==> src/rtl/multicycle_control.sv <==
`default_nettype none
// ============================================================================
// Module   : multicycle_control
// Purpose  : RV32I multi-cycle control FSM. Sequences fetch, decode, execute,
//            memory and write-back, with memory handshakes, wait-state
//            timeouts, illegal-instruction trapping and a retired counter.
// Revision : 1.0 - initial release
// ============================================================================
module multicycle_control #(
  parameter int TIMEOUT_CYCLES = 16,
  parameter bit STRICT_DECODE  = 1'b1,
  parameter int CNT_W          = 32
) (
  input  logic             clk,
  input  logic             rst_n,
  input  logic [6:0]       i_opcode,
  input  logic [2:0]       i_func3,
  input  logic             i_branch_taken,
  input  logic             i_imem_ready,
  input  logic             i_dmem_ready,
  output logic             o_imem_req,
  output logic             o_dmem_req,
  output logic             o_IRWrite,
  output logic             o_PCWrite,
  output logic             o_RegWrite,
  output logic             o_MemRead,
  output logic             o_MemWrite,
  output logic [1:0]       o_ALUSrcA,
  output logic [1:0]       o_ALUSrcB,
  output logic [1:0]       o_ALUOp,
  output logic [1:0]       o_ResultSrc,
  output logic             o_PCSrc,
  output logic             o_one_byte,
  output logic             o_two_byte,
  output logic             o_four_bytes,
  output logic             o_unsigned_load,
  output logic             o_retire,
  output logic [CNT_W-1:0] o_instret,
  output logic             o_fault,
  output logic [1:0]       o_fault_cause,
  output logic [2:0]       o_state
);

  typedef enum logic [2:0] {
    S_IDLE   = 3'd0,
    S_FETCH  = 3'd1,
    S_DECODE = 3'd2,
    S_EXEC   = 3'd3,
    S_MEM    = 3'd4,
    S_WB_ALU = 3'd5,
    S_WB_MEM = 3'd6,
    S_FAULT  = 3'd7
  } state_t;

  localparam logic [6:0] c_OP_LOAD   = 7'b0000011;
  localparam logic [6:0] c_OP_STORE  = 7'b0100011;
  localparam logic [6:0] c_OP_BRANCH = 7'b1100011;
  localparam logic [6:0] c_OP_JAL    = 7'b1101111;
  localparam logic [6:0] c_OP_JALR   = 7'b1100111;
  localparam logic [6:0] c_OP_IMM    = 7'b0010011;
  localparam logic [6:0] c_OP_REG    = 7'b0110011;
  localparam logic [6:0] c_OP_LUI    = 7'b0110111;
  localparam logic [6:0] c_OP_AUIPC  = 7'b0010111;

  // The counter only has to reach TIMEOUT_CYCLES-1: the last waiting cycle
  // is recognised by value, not by an extra increment.
  localparam int WAIT_W = (TIMEOUT_CYCLES > 1) ? $clog2(TIMEOUT_CYCLES) : 1;
  localparam logic [WAIT_W-1:0] c_WAIT_LAST =
      (TIMEOUT_CYCLES > 0) ? WAIT_W'(TIMEOUT_CYCLES - 1) : '0;
  localparam bit c_TO_EN = (TIMEOUT_CYCLES != 0);

  state_t             r_state;
  logic [WAIT_W-1:0]  r_wait;
  logic [CNT_W-1:0]   r_instret;
  logic               r_fault;
  logic [1:0]         r_cause;

  logic w_is_load, w_is_store, w_is_branch, w_is_jal, w_is_jalr;
  logic w_is_reg, w_is_imm, w_is_lui, w_is_auipc, w_is_alu;
  logic w_load_f3_ok, w_store_f3_ok, w_branch_f3_ok, w_legal;
  logic w_wait_hit, w_retire;

  assign w_is_load   = (i_opcode == c_OP_LOAD);
  assign w_is_store  = (i_opcode == c_OP_STORE);
  assign w_is_branch = (i_opcode == c_OP_BRANCH);
  assign w_is_jal    = (i_opcode == c_OP_JAL);
  assign w_is_jalr   = (i_opcode == c_OP_JALR);
  assign w_is_reg    = (i_opcode == c_OP_REG);
  assign w_is_imm    = (i_opcode == c_OP_IMM);
  assign w_is_lui    = (i_opcode == c_OP_LUI);
  assign w_is_auipc  = (i_opcode == c_OP_AUIPC);
  assign w_is_alu    = w_is_reg || w_is_imm || w_is_lui || w_is_auipc;

  // Defined encodings: loads b/h/w/bu/hu, stores b/h/w, branches all but 010/011.
  assign w_load_f3_ok   = (i_func3 <= 3'b010) || (i_func3 == 3'b100) || (i_func3 == 3'b101);
  assign w_store_f3_ok  = (i_func3 <= 3'b010);
  assign w_branch_f3_ok = (i_func3[2:1] != 2'b01);

  assign w_legal = w_is_alu || w_is_jal || w_is_jalr
                || (w_is_load   && (w_load_f3_ok   || !STRICT_DECODE))
                || (w_is_store  && (w_store_f3_ok  || !STRICT_DECODE))
                || (w_is_branch && (w_branch_f3_ok || !STRICT_DECODE));

  assign w_wait_hit = c_TO_EN && (r_wait == c_WAIT_LAST);

  assign w_retire = ((r_state == S_EXEC) && (w_is_branch || w_is_jal || w_is_jalr))
                 || ((r_state == S_MEM) && w_is_store && i_dmem_ready)
                 || (r_state == S_WB_ALU)
                 || (r_state == S_WB_MEM);

  // State sequencing, wait-state timeout, fault capture and retired counter.
  always_ff @(posedge clk or negedge rst_n) begin
    if (!rst_n) begin
      r_state   <= S_IDLE;
      r_wait    <= '0;
      r_instret <= '0;
      r_fault   <= 1'b0;
      r_cause   <= 2'b00;
    end else begin
      // Any state change restarts the wait count; only a stalled request advances it.
      r_wait <= '0;
      if (w_retire) r_instret <= r_instret + 1'b1;
      case (r_state)
        S_IDLE:   r_state <= S_FETCH;
        S_FETCH: begin
          if (i_imem_ready) begin
            r_state <= S_DECODE;
          end else if (w_wait_hit) begin
            r_state <= S_FAULT;
            r_fault <= 1'b1;
            r_cause <= 2'b10;
          end else begin
            r_wait  <= r_wait + 1'b1;
          end
        end
        S_DECODE: begin
          if (w_legal) begin
            r_state <= S_EXEC;
          end else begin
            r_state <= S_FAULT;
            r_fault <= 1'b1;
            r_cause <= 2'b01;
          end
        end
        S_EXEC: begin
          if (w_is_load || w_is_store)                 r_state <= S_MEM;
          else if (w_is_branch || w_is_jal || w_is_jalr) r_state <= S_FETCH;
          else                                          r_state <= S_WB_ALU;
        end
        S_MEM: begin
          if (i_dmem_ready) begin
            r_state <= w_is_store ? S_FETCH : S_WB_MEM;
          end else if (w_wait_hit) begin
            r_state <= S_FAULT;
            r_fault <= 1'b1;
            r_cause <= 2'b11;
          end else begin
            r_wait  <= r_wait + 1'b1;
          end
        end
        S_WB_ALU: r_state <= S_FETCH;
        S_WB_MEM: r_state <= S_FETCH;
        S_FAULT:  r_state <= S_FAULT;
        default:  r_state <= S_IDLE;
      endcase
    end
  end

  // Datapath controls. IRWrite/PCWrite/retire follow same-cycle ready and
  // branch_taken, so they are decoded from the registered state, not stored.
  always_comb begin
    o_imem_req      = 1'b0;
    o_dmem_req      = 1'b0;
    o_IRWrite       = 1'b0;
    o_PCWrite       = 1'b0;
    o_RegWrite      = 1'b0;
    o_MemRead       = 1'b0;
    o_MemWrite      = 1'b0;
    o_ALUSrcA       = 2'd0;
    o_ALUSrcB       = 2'd0;
    o_ALUOp         = 2'b00;
    o_ResultSrc     = 2'd0;
    o_PCSrc         = 1'b0;
    o_one_byte      = 1'b0;
    o_two_byte      = 1'b0;
    o_four_bytes    = 1'b0;
    o_unsigned_load = 1'b0;
    case (r_state)
      S_FETCH: begin
        o_imem_req = 1'b1;
        o_ALUSrcA  = 2'd1;
        o_ALUSrcB  = 2'd2;
        o_IRWrite  = i_imem_ready;
        o_PCWrite  = i_imem_ready;
      end
      S_DECODE: begin
        o_ALUSrcA = 2'd1;
        o_ALUSrcB = 2'd1;
      end
      S_EXEC: begin
        if (w_is_reg) begin
          o_ALUOp = 2'b10;
        end else if (w_is_imm) begin
          o_ALUSrcB = 2'd1;
          o_ALUOp   = 2'b11;
        end else if (w_is_lui) begin
          o_ALUSrcA = 2'd2;
          o_ALUSrcB = 2'd1;
        end else if (w_is_auipc) begin
          o_ALUSrcA = 2'd1;
          o_ALUSrcB = 2'd1;
        end else if (w_is_load || w_is_store) begin
          o_ALUSrcB = 2'd1;
        end else if (w_is_branch) begin
          o_ALUOp   = 2'b01;
          o_PCSrc   = 1'b1;
          o_PCWrite = i_branch_taken;
        end else if (w_is_jal) begin
          o_PCSrc     = 1'b1;
          o_PCWrite   = 1'b1;
          o_RegWrite  = 1'b1;
          o_ResultSrc = 2'd2;
        end else if (w_is_jalr) begin
          o_ALUSrcB   = 2'd1;
          o_PCWrite   = 1'b1;
          o_RegWrite  = 1'b1;
          o_ResultSrc = 2'd2;
        end
      end
      S_MEM: begin
        o_dmem_req = 1'b1;
        o_MemRead  = w_is_load;
        o_MemWrite = w_is_store;
        // Undefined size encodings (lax decode only) fall back to a word access.
        case (i_func3)
          3'b000:  o_one_byte   = 1'b1;
          3'b001:  o_two_byte   = 1'b1;
          3'b100:  begin
            o_one_byte      = w_is_load;
            o_unsigned_load = w_is_load;
            o_four_bytes    = !w_is_load;
          end
          3'b101:  begin
            o_two_byte      = w_is_load;
            o_unsigned_load = w_is_load;
            o_four_bytes    = !w_is_load;
          end
          default: o_four_bytes = 1'b1;
        endcase
      end
      S_WB_ALU: o_RegWrite = 1'b1;
      S_WB_MEM: begin
        o_RegWrite  = 1'b1;
        o_ResultSrc = 2'd1;
      end
      default: ;
    endcase
  end

  assign o_retire      = w_retire;
  assign o_instret     = r_instret;
  assign o_fault       = r_fault;
  assign o_fault_cause = r_cause;
  assign o_state       = r_state;

endmodule
`default_nettype wire

==> config.mk <==
export PLATFORM = sky130hd
export DESIGN_NAME = multicycle_control
export DESIGN_NICKNAME = d
export VERILOG_FILES = /design/src/rtl/multicycle_control.sv
export SDC_FILE = /design/constraint.sdc
export NUM_CORES = 1
export LEC_CHECK = 0
export ABC_AREA = 1
export CORE_ASPECT_RATIO = 1.75
export CORE_UTILIZATION = 40
export DETAILED_ROUTE_END_ITERATION = 7
export PLACE_DENSITY = 0.68
export RECOVER_POWER = 50
export SYNTH_ARGS = -nofsm -noshare
export SYNTH_HDL_FRONTEND = slang
export SYNTH_SLANG_ARGS = --single-unit
==> constraint.sdc <==
create_clock -name clk -period 3.2 [get_ports clk]
set_input_delay 0.96 -clock clk [delete_from_list [all_inputs] [get_ports clk]]
set_output_delay 0.96 -clock clk [all_outputs]
set_load 0.02 [all_outputs]
; Yosys cells after proc, flatten, opt, wreduce, memory -nomap -nowiden
; Cells that the tools add are included.
[classes]
add_sub_neg = 2
n_lt_le_gt_ge = 1
n_eq_ne = 26
n_mux = 90
reduce_logical = 33
[ops]
columns = cell, n
row1 = $mux W1, 49
row2 = $mux W2, 19
row3 = $add A32 B1 Y32 const B, 1
row4 = $eq A7 B6 Y1 const B, 3
row5 = $eq A7 B7 Y1 const B, 3
row6 = $mux W3, 7
row7 = $eq A3 B3 Y1 const B, 6
row8 = $pmux W3 S6, 1
row9 = $logic_or A1 B1 Y1, 16
row10 = $eq A7 B5 Y1 const B, 2
row11 = $mux W4, 3
row12 = $pmux W2 S3, 2
row13 = $ne A2 B2 Y1 const B, 5
row14 = $pmux W1 S2, 5
row15 = $pmux W2 S2, 2
row16 = $pmux W4 S2, 1
row17 = $reduce_or A2 Y1, 4
row18 = $eq A7 B2 Y1 const B, 1
row19 = $eq A3 B1 Y1 const B, 2
row20 = $eq A3 B2 Y1 const B, 2
row21 = $logic_and A1 B1 Y1, 6
row22 = $logic_not A3 Y1, 2
row23 = $reduce_and A6 Y1, 1
row24 = $add A4 B1 Y4 const B, 1
row25 = 8 further kinds, 8
[word_totals]
register_bits = 42

; Longest topological paths before layout
; Gate-level depths: netlist (run 1).
[logic_depth]
ltp_word = 11
mapped_depth = 12

; Least setup slack after synthesis (run 1)
; No wires, ideal clock.
[synth_path]
path_type = input to output
startpoint = input i_opcode[1]
endpoint = output o_unsigned_load
t_arrival_ns = 2.051
slack_ns = 0.189
stages = 4
n_path_buf = 0
path_cell_list = nand2_1 > nor2_4 > nand2_1 > nor4_1
[synth_via]
elab_chain_len = 3
[synth_lines]
columns = item, line_no
row1 = "start, declared", 16  ; input logic [6:0] i_opcode,
row2 = $eq A7 B2 Y1, 83  ; assign w_is_load = (i_opcode == c_OP_LOAD);
row3 = $mux W1, 235  ; case (i_func3)
row4 = $mux W1, 188  ; case (r_state)
row5 = "end, declared", 36  ; output logic o_unsigned_load,
; No other way between the ends.

; Final worst setup path (run 1)
[layout_path]
startpoint = input i_opcode[1]
endpoint = output o_PCSrc
[layout_via]
elab_chain_len = 9
elab_cells_between_ends = 17
classes_between = 8 x eq/ne / 8 x mux / 1 x reduce/logical
[layout_lines]
columns = item, line_no
row1 = $eq A7 B7 Y1, 86  ; assign w_is_jal = (i_opcode == c_OP_JAL);
row2 = $mux W1, 218  ; end else if (w_is_jal) begin
row3 = $mux W1, 214  ; end else if (w_is_branch) begin
row4 = $mux W1, 212  ; end else if (w_is_load || w_is_store) begin
row5 = $mux W1, 209  ; end else if (w_is_auipc) begin
row6 = $mux W1, 206  ; end else if (w_is_lui) begin
row7 = $mux W1, 203  ; end else if (w_is_imm) begin
row8 = $mux W1 *, 201  ; if (w_is_reg) begin
row9 = $mux W1 *, 188
row10 = "end, declared", 32  ; output logic o_PCSrc,
; Every way passes the cells marked *; elsewhere a longest branch is shown, timed or not.

==> results.ini, run 1 <==
[cells_and_area]
post-route-util_pct = 58.45
fraction_of_layout_cells_with_a_size_suffix_above_1_pct = 20.68
layout_commonest_cell = sky130_fd_sc_hd__nand2_1
multiInputGateArea_um2 = 1642
regArea_um2 = 1051
layout-area-overhead-vs-synth_pct = 41.35
layoutNonFillerInstCount = 582
design.final.nets = 514
n_antenna_cell = 0
final_cell_mix = sky130_fd_sc_hd__nand2_1, sky130_fd_sc_hd__inv_1, sky130_fd_sc_hd__nor2_1, sky130_fd_sc_hd__dfrtp_1, sky130_fd_sc_hd__buf_4
final.fill_count = 653

[drt]
drt-met1-wl_um = 2882
num_vias = 3007
dr.max_layer_used = met4
detail_route.iter0.violations = 146
post-route-drc-count = 0
dr_wl_met3_um = 353
drt-vias-per-instance = 5.167
detailed_route_wl_um = 8464
wire_per_inst_um = 14.54
first_pass_iters = 4
met2_wirelength_um = 4608
antenna_left = 0

[synth]
yosysSeqAreaShare_pct = 37.07
synthCells = 394
yosys_warnings = 0
synthesis.nets = 411
register_bit_total_from_synthesis = 42
synth_cell_types = 36
synthesized_cell_area_um2 = 2835
postSynthAreaPerCell_um2 = 7.196

[worst_setup_path]
worstSetupStartpointType = input port
crit_required_ns = 2.24
crit_family = simple AND/OR/NAND/NOR gates
rr_startpoint = o_instret[0]$_DFFE_PN0P_
worstRegToRegCells = 9
worstSetupEndpointType = primary output
cp.arrival_ns = 2.17
crit_fanout = 7
critPathKind = in -> out
slowest_stage = sky130_fd_sc_hd__dlygate4sd2_1
cpPeakStageDelay_ns = 0.24
critical_path_buf_inv_count = 3
r2r_setup_slack_ns = 1.10
crit_path_cell_trace = dlygate4sd2_1 -> nand2_2 -> nor2_4 -> buf_4 -> nand2_4 -> nand2_1 -> nor3_2 -> nand2_1 -> nor2_1 -> buf_4
worstSetupStartpoint = i_opcode[1]
worst_r2r_endpoint = o_instret[30]$_DFFE_PN0P_

[die]
num_rows = 40
fp.dieArea_um2 = 7442
initial_core_util_pct = 41.35
core-area_um2 = 6857
die_height_um = 113.4
chipWidth_um = 65.64
design.portCount = 74

[placed_design]
dp.final_hpwl_um = 6555
placed_cells = 568
dpl_worst_slack_ns = -0.6530
port_buffers = 73
gp_routability_congestion = 0.9679

[global_route]
grt_max_degree = 43
gr-usage-all-layers_pct = 24.69
grt_overflow_total = 0
grt_pass1_vias = 3098
initial_antenna_violation_count = 0
grt_pass1_wl_um = 13970

[clocking]
cts-root-buf = sky130_fd_sc_hd__clkbuf_16
cts_made_buffers = 5
clock_tree_from_tritoncts = yes
clock_sinks = 42
clk_path_buf_depth = 2
clkTransAtPathRegs_ns = 0.05
h-tree-depth = 2
worstSkewPairLatency_ns = 0.29

[hold_path]
timing.hold.worst_endpoint = o_fault_cause[1]$_DFFE_PN0P_
min_path_cells = 2
hp-start = o_fault_cause[1]$_DFFE_PN0P_
hold_path_class = reg -> reg

[timing]
layout_setup_ws_ns = 0.06572
relSlewSlack_pct = 30.14
finalCriticalPeriod_ns = 3.134
worst_clock_skew_ns = 0.005611
finalSetupViolCount = 0
fin_crit_sh_pct = 97.95
report.final.slew_viol_count = 0
max_freq_ghz = 0.3191
final_hold_violation_count = 0
timing_worst_slew_pin_value_ns = 1.048

[outcome]
status = finished clean

[power_and_ir_drop]
cellLeakagePower_nw = 1.876
ir_worst_vdd_v = 0.0004834
design_power_total_mw = 2.618
power.density_cell_area_nw_per_um2 = 653.1

[run]
timing.max_cap.violations = 0

-- stage by stage --
stage	instance area, µm²	TNS (ns)	hold WS [ns]
floorplan	2835	0	0.4389
global placement	3776	-8.690	0.4501
detailed placement	3776	-9.016	0.4704
CTS	3999	0	0.4843
global route	4008	-0.02512	0.5042
finish	4008	0	0.4712
-- layer usage --
layer | up-vias | GRT usage, %
met4 | 0 | 19.13
met1 | 1392 | 24.10
met2 | 123 | 43.81
li1 | 1451 | -
met3 | 41 | 4.700
met5 | - | 0
-- cell type report --
class                           instances  area share (%)
Timing Repair Buffer                  101           21.54
Clock inverter                          1          0.1249
Sequential cell                        42           26.23
Multi-Input combinational cell        294           40.96
Tap cell                               84           2.623
Inverter                               53           4.964
Clock buffer                            7           3.559
-- Yosys cell counts (all sizes together) --
| library cell | number | share of area, % |
|---|---|---|
| nand2 | 117 | 17 |
| nor2 | 57 | 9.4 |
| inv | 53 | 7.0 |
| dfrtp | 42 | 37 |
| nor3 | 23 | 4.2 |
| o21ai | 22 | 4.1 |
| xor2 | 20 | 6.2 |
| nand3 | 15 | 3.0 |
| a21oi | 10 | 1.8 |
| nand4 | 8 | 1.8 |
| xnor2 | 8 | 2.5 |
| buf | 5 | 1.9 |
| a31oi | 2 | 0.44 |
| ha | 2 | 0.88 |
| or2 | 2 | 0.44 |
| a221oi | 1 | 0.31 |
| a22oi | 1 | 0.26 |
| and2 | 1 | 0.22 |
| nor3b | 1 | 0.44 |
| nor4 | 1 | 0.22 |
| o211ai | 1 | 0.26 |
| o31a | 1 | 0.31 |
| o31ai | 1 | 0.26 |
-- state kept, by name (all words and copies together) (netlist names) --
register / cells
r_wait: 4
o_state: 3
o_fault_cause: 2
o_fault: 1
o_instret: 32
-- worst max-delay path by stage --
stage                                 end  depth (start not counted)
after CTS                      o_one_byte                         10
final                             o_PCSrc                         10
after global placement          o_PCWrite                          9
after floorplan           o_unsigned_load                          4
after global routing              o_PCSrc                         10
after detailed placement       o_one_byte                          8
-- power breakdown --
part           switching [mW]  internal [mW]
combinational           0.804          0.494
clock                   0.200          0.309
sequential              0.157          0.653
total                    1.16           1.46
-- timing repair --
action,CTS,global route
setup endpoints to repair,17,10
pin swaps,10,4
hold buffers,0,0
setup buffers,5,1
gates resized for setup,101,18
-- tightest hold or removal path, cell delays in order (launching register included) --
cell and delay (ns):
sky130_fd_sc_hd__dfrtp_1 0.34, sky130_fd_sc_hd__nand2_1 0.05, sky130_fd_sc_hd__nand2_1 0.05
-- logic make-up (layout without fill, tap and decap cells) --
group	count (synthesis)	count (layout)	synth area share [%]
buffers and inverters	58	162	8.958
adder cells (fa/ha/maj)	2	2	0.8825
XOR/XNOR	28	28	8.650
flip-flops	42	42	37.07
AND/OR/NAND/NOR	225	225	36.67
AO/OA/AOI/OAI	39	39	7.768
(Power assumes the default switching activity.)
==> inputs of run 2 (changes only) <==
--- a/config.mk
+++ b/config.mk
@@ -7,6 +7,7 @@
 export LEC_CHECK = 0
 export ABC_AREA = 1
 export CORE_ASPECT_RATIO = 1.75
+export CORE_MARGIN = 10
 export CORE_UTILIZATION = 40
 export DETAILED_ROUTE_END_ITERATION = 7
 export PLACE_DENSITY = 0.68
==> results.ini, run 2 (synthesized netlist as in run 1, its figures left out) <==
[placed_design]
placed_cell_area_um2 = 3806
port_buffers = 73
dpl_worst_slack_ns = -0.6796
gp_routability_congestion = 0.9598
dp.final_hpwl_um = 7464

[timing]
timing_worst_slew_pin_value_ns = 1.072
fin_worst_hold_slack_ns = 0.4704
finalSetupViolCount = 0
worst_clock_skew_ns = 0.005026
finalCriticalPeriod_ns = 3.099
layout_setup_ws_ns = 0.1012
fin_crit_sh_pct = 96.84
max_freq_ghz = 0.3227
relSlewSlack_pct = 28.54
final_hold_violation_count = 0
rsz0062_at_grt = no
report.final.slew_viol_count = 0

[cells_and_area]
largest_register_ff_count = 32
design.final.nets = 516
post-route-util_pct = 57.97
layout.cell_area.non_filler_um2 = 4004
final_cell_mix = sky130_fd_sc_hd__nand2_1, sky130_fd_sc_hd__inv_1, sky130_fd_sc_hd__nor2_1, sky130_fd_sc_hd__dfrtp_1, sky130_fd_sc_hd__buf_4
layout-area-overhead-vs-synth_pct = 41.22
fraction_of_layout_cells_with_a_size_suffix_above_1_pct = 20.20
n_antenna_cell = 0
layout_commonest_cell = sky130_fd_sc_hd__nand2_1

[die]
die_height_um = 131.4
core-area_um2 = 6907
fp.dieArea_um2 = 10990
num_rows = 40
chipWidth_um = 83.64
initial_core_util_pct = 41.05
design.portCount = 74

[clocking]
clock_sinks = 42
h-tree-depth = 2
cts_made_buffers = 5
clock_tree_from_tritoncts = yes
clkTransAtPathRegs_ns = 0.06
cts_hold_buffers = 0
clk_path_buf_depth = 2
cts-root-buf = sky130_fd_sc_hd__clkbuf_16
worstSkewPairLatency_ns = 0.29

[global_route]
grt_max_degree = 43
gr-usage-all-layers_pct = 16.35
grt_overflow_total = 0
grt_pass1_vias = 3170
grt_pass1_wl_um = 14950
initial_antenna_violation_count = 0

[drt]
first_pass_iters = 4
detailed_route_wl_um = 9283
drt-vias-per-instance = 5.122
num_vias = 2991
wire_per_inst_um = 15.90
detail_route.iter0.violations = 131
antenna_left = 0
post-route-drc-count = 0

[hold_path]
hold_path_class = reg -> reg
timing.hold.worst_endpoint = o_fault$_DFFE_PN0P_
min_path_cells = 2
hp-start = o_fault$_DFFE_PN0P_

[worst_setup_path]
worstSetupEndpointType = primary output
worstSetupStartpoint = i_opcode[0]
worstSetupStartpointType = input port
rr_startpoint = o_state[0]$_DFF_PN0_
critPathKind = in -> out
worstRegToRegCells = 9
crit_fanout = 5
cp.arrival_ns = 2.14
r2r_setup_slack_ns = 1.20
crit_required_ns = 2.24
worst_r2r_endpoint = o_instret[6]$_DFFE_PN0P_

[power_and_ir_drop]
p_sw_share_pct = 44.87
clock_power_share_pct = 19.5
seqPwrFrac_pct = 30.4
pwr-share-comb_pct = 50.1
design_power_total_mw = 2.645
cellLeakagePower_nw = 1.886
power.density_cell_area_nw_per_um2 = 660.6
net-switching-power_mw = 1.187
ir_worst_vdd_v = 0.0005020
internal_power_mw = 1.458

[outcome]
status = finished clean

[run]
timing.max_cap.violations = 0

## run 2: changes by cell type in the layout (fill, tap and decap cells not counted), sizes merged
cell	delta
buf	+2
clkbuf	-3
clkdlybuf4s15	+2
clkinvlp	+1
dlygate4sd2	-2
dlygate4sd3	+1
nor2	+1
## run 2: power groups by stage
stage          Combinational (mW)  Sequential (mW)  Clock [mW]
5_1_grt                      1.45            0.822       0.545
4_1_cts                      1.37            0.805       0.530
3_3_place_gp                 1.36            0.807           0
6_report                     1.32            0.803       0.517
3_5_place_dp                 1.38            0.812           0
2_1_floorplan               0.718            0.913           0
## run 2: area by class of cell
class | count | area [µm²]
fillers | 698 | 2903
multi-input cells | 295 | 1628
flip-flops and latches | 42 | 1051
repair buffers | 102 | 869.6
inverters | 53 | 198.9
clock buffers | 6 | 138.9
well taps | 84 | 105.1
clock inverters | 2 | 12.51
## run 2: worst max-delay path by stage
stage	endpoint	slack (ns)	depth (start not counted)
6_report	o_ALUOp[0]	0.10	7
5_1_grt	o_PCWrite	0.006	9
4_1_cts	o_IRWrite	0.03	4
3_5_place_dp	o_one_byte	-0.68	8
3_3_place_gp	o_one_byte	-0.65	8
2_1_floorplan	o_unsigned_load	0.19	4
## run 2: critical path, cell delays in order
cell and delay (ns):
sky130_fd_sc_hd__dlygate4sd2_1 0.24, sky130_fd_sc_hd__nand2_4 0.09, sky130_fd_sc_hd__buf_4 0.15, sky130_fd_sc_hd__nor2_4 0.15
sky130_fd_sc_hd__nand2_1 0.12, sky130_fd_sc_hd__a221oi_2 0.23, sky130_fd_sc_hd__buf_2 0.20
## run 2: through the flow
step,std cells,setup TNS (ns)
floorplan,394,0
global placement,572,-8.931
detailed placement,572,-9.242
CTS,582,0
global route,584,0
finish,584,0
## run 2: per-layer routing
| layer | routed length [µm] | track usage, % |
|---|---|---|
| met1 | 3089 | 13.63 |
| met2 | 4764 | 29.71 |
| met3 | 704 | 5.631 |
| met4 | 724 | 13.36 |
| met5 | 0 | 0 |
## run 2: repair_timing
action / 4_1_cts / 5_1_grt
buffers inserted: 1 / 2
cloned: 1 / 0
setup endpoints to repair: 16 / 6
pin swaps: 11 / 10
gates resized for setup: 105 / 7
==> inputs of run 3 (changes only) <==
--- a/config.mk
+++ b/config.mk
@@ -12,6 +12,7 @@
 export DETAILED_ROUTE_END_ITERATION = 7
 export PLACE_DENSITY = 0.68
 export RECOVER_POWER = 50
+export SLEW_MARGIN = 5
 export SYNTH_ARGS = -nofsm -noshare
 export SYNTH_HDL_FRONTEND = slang
 export SYNTH_SLANG_ARGS = --single-unit
==> results of run 3 <==
Final layout, timing and power as in run 2 (identical DEF).
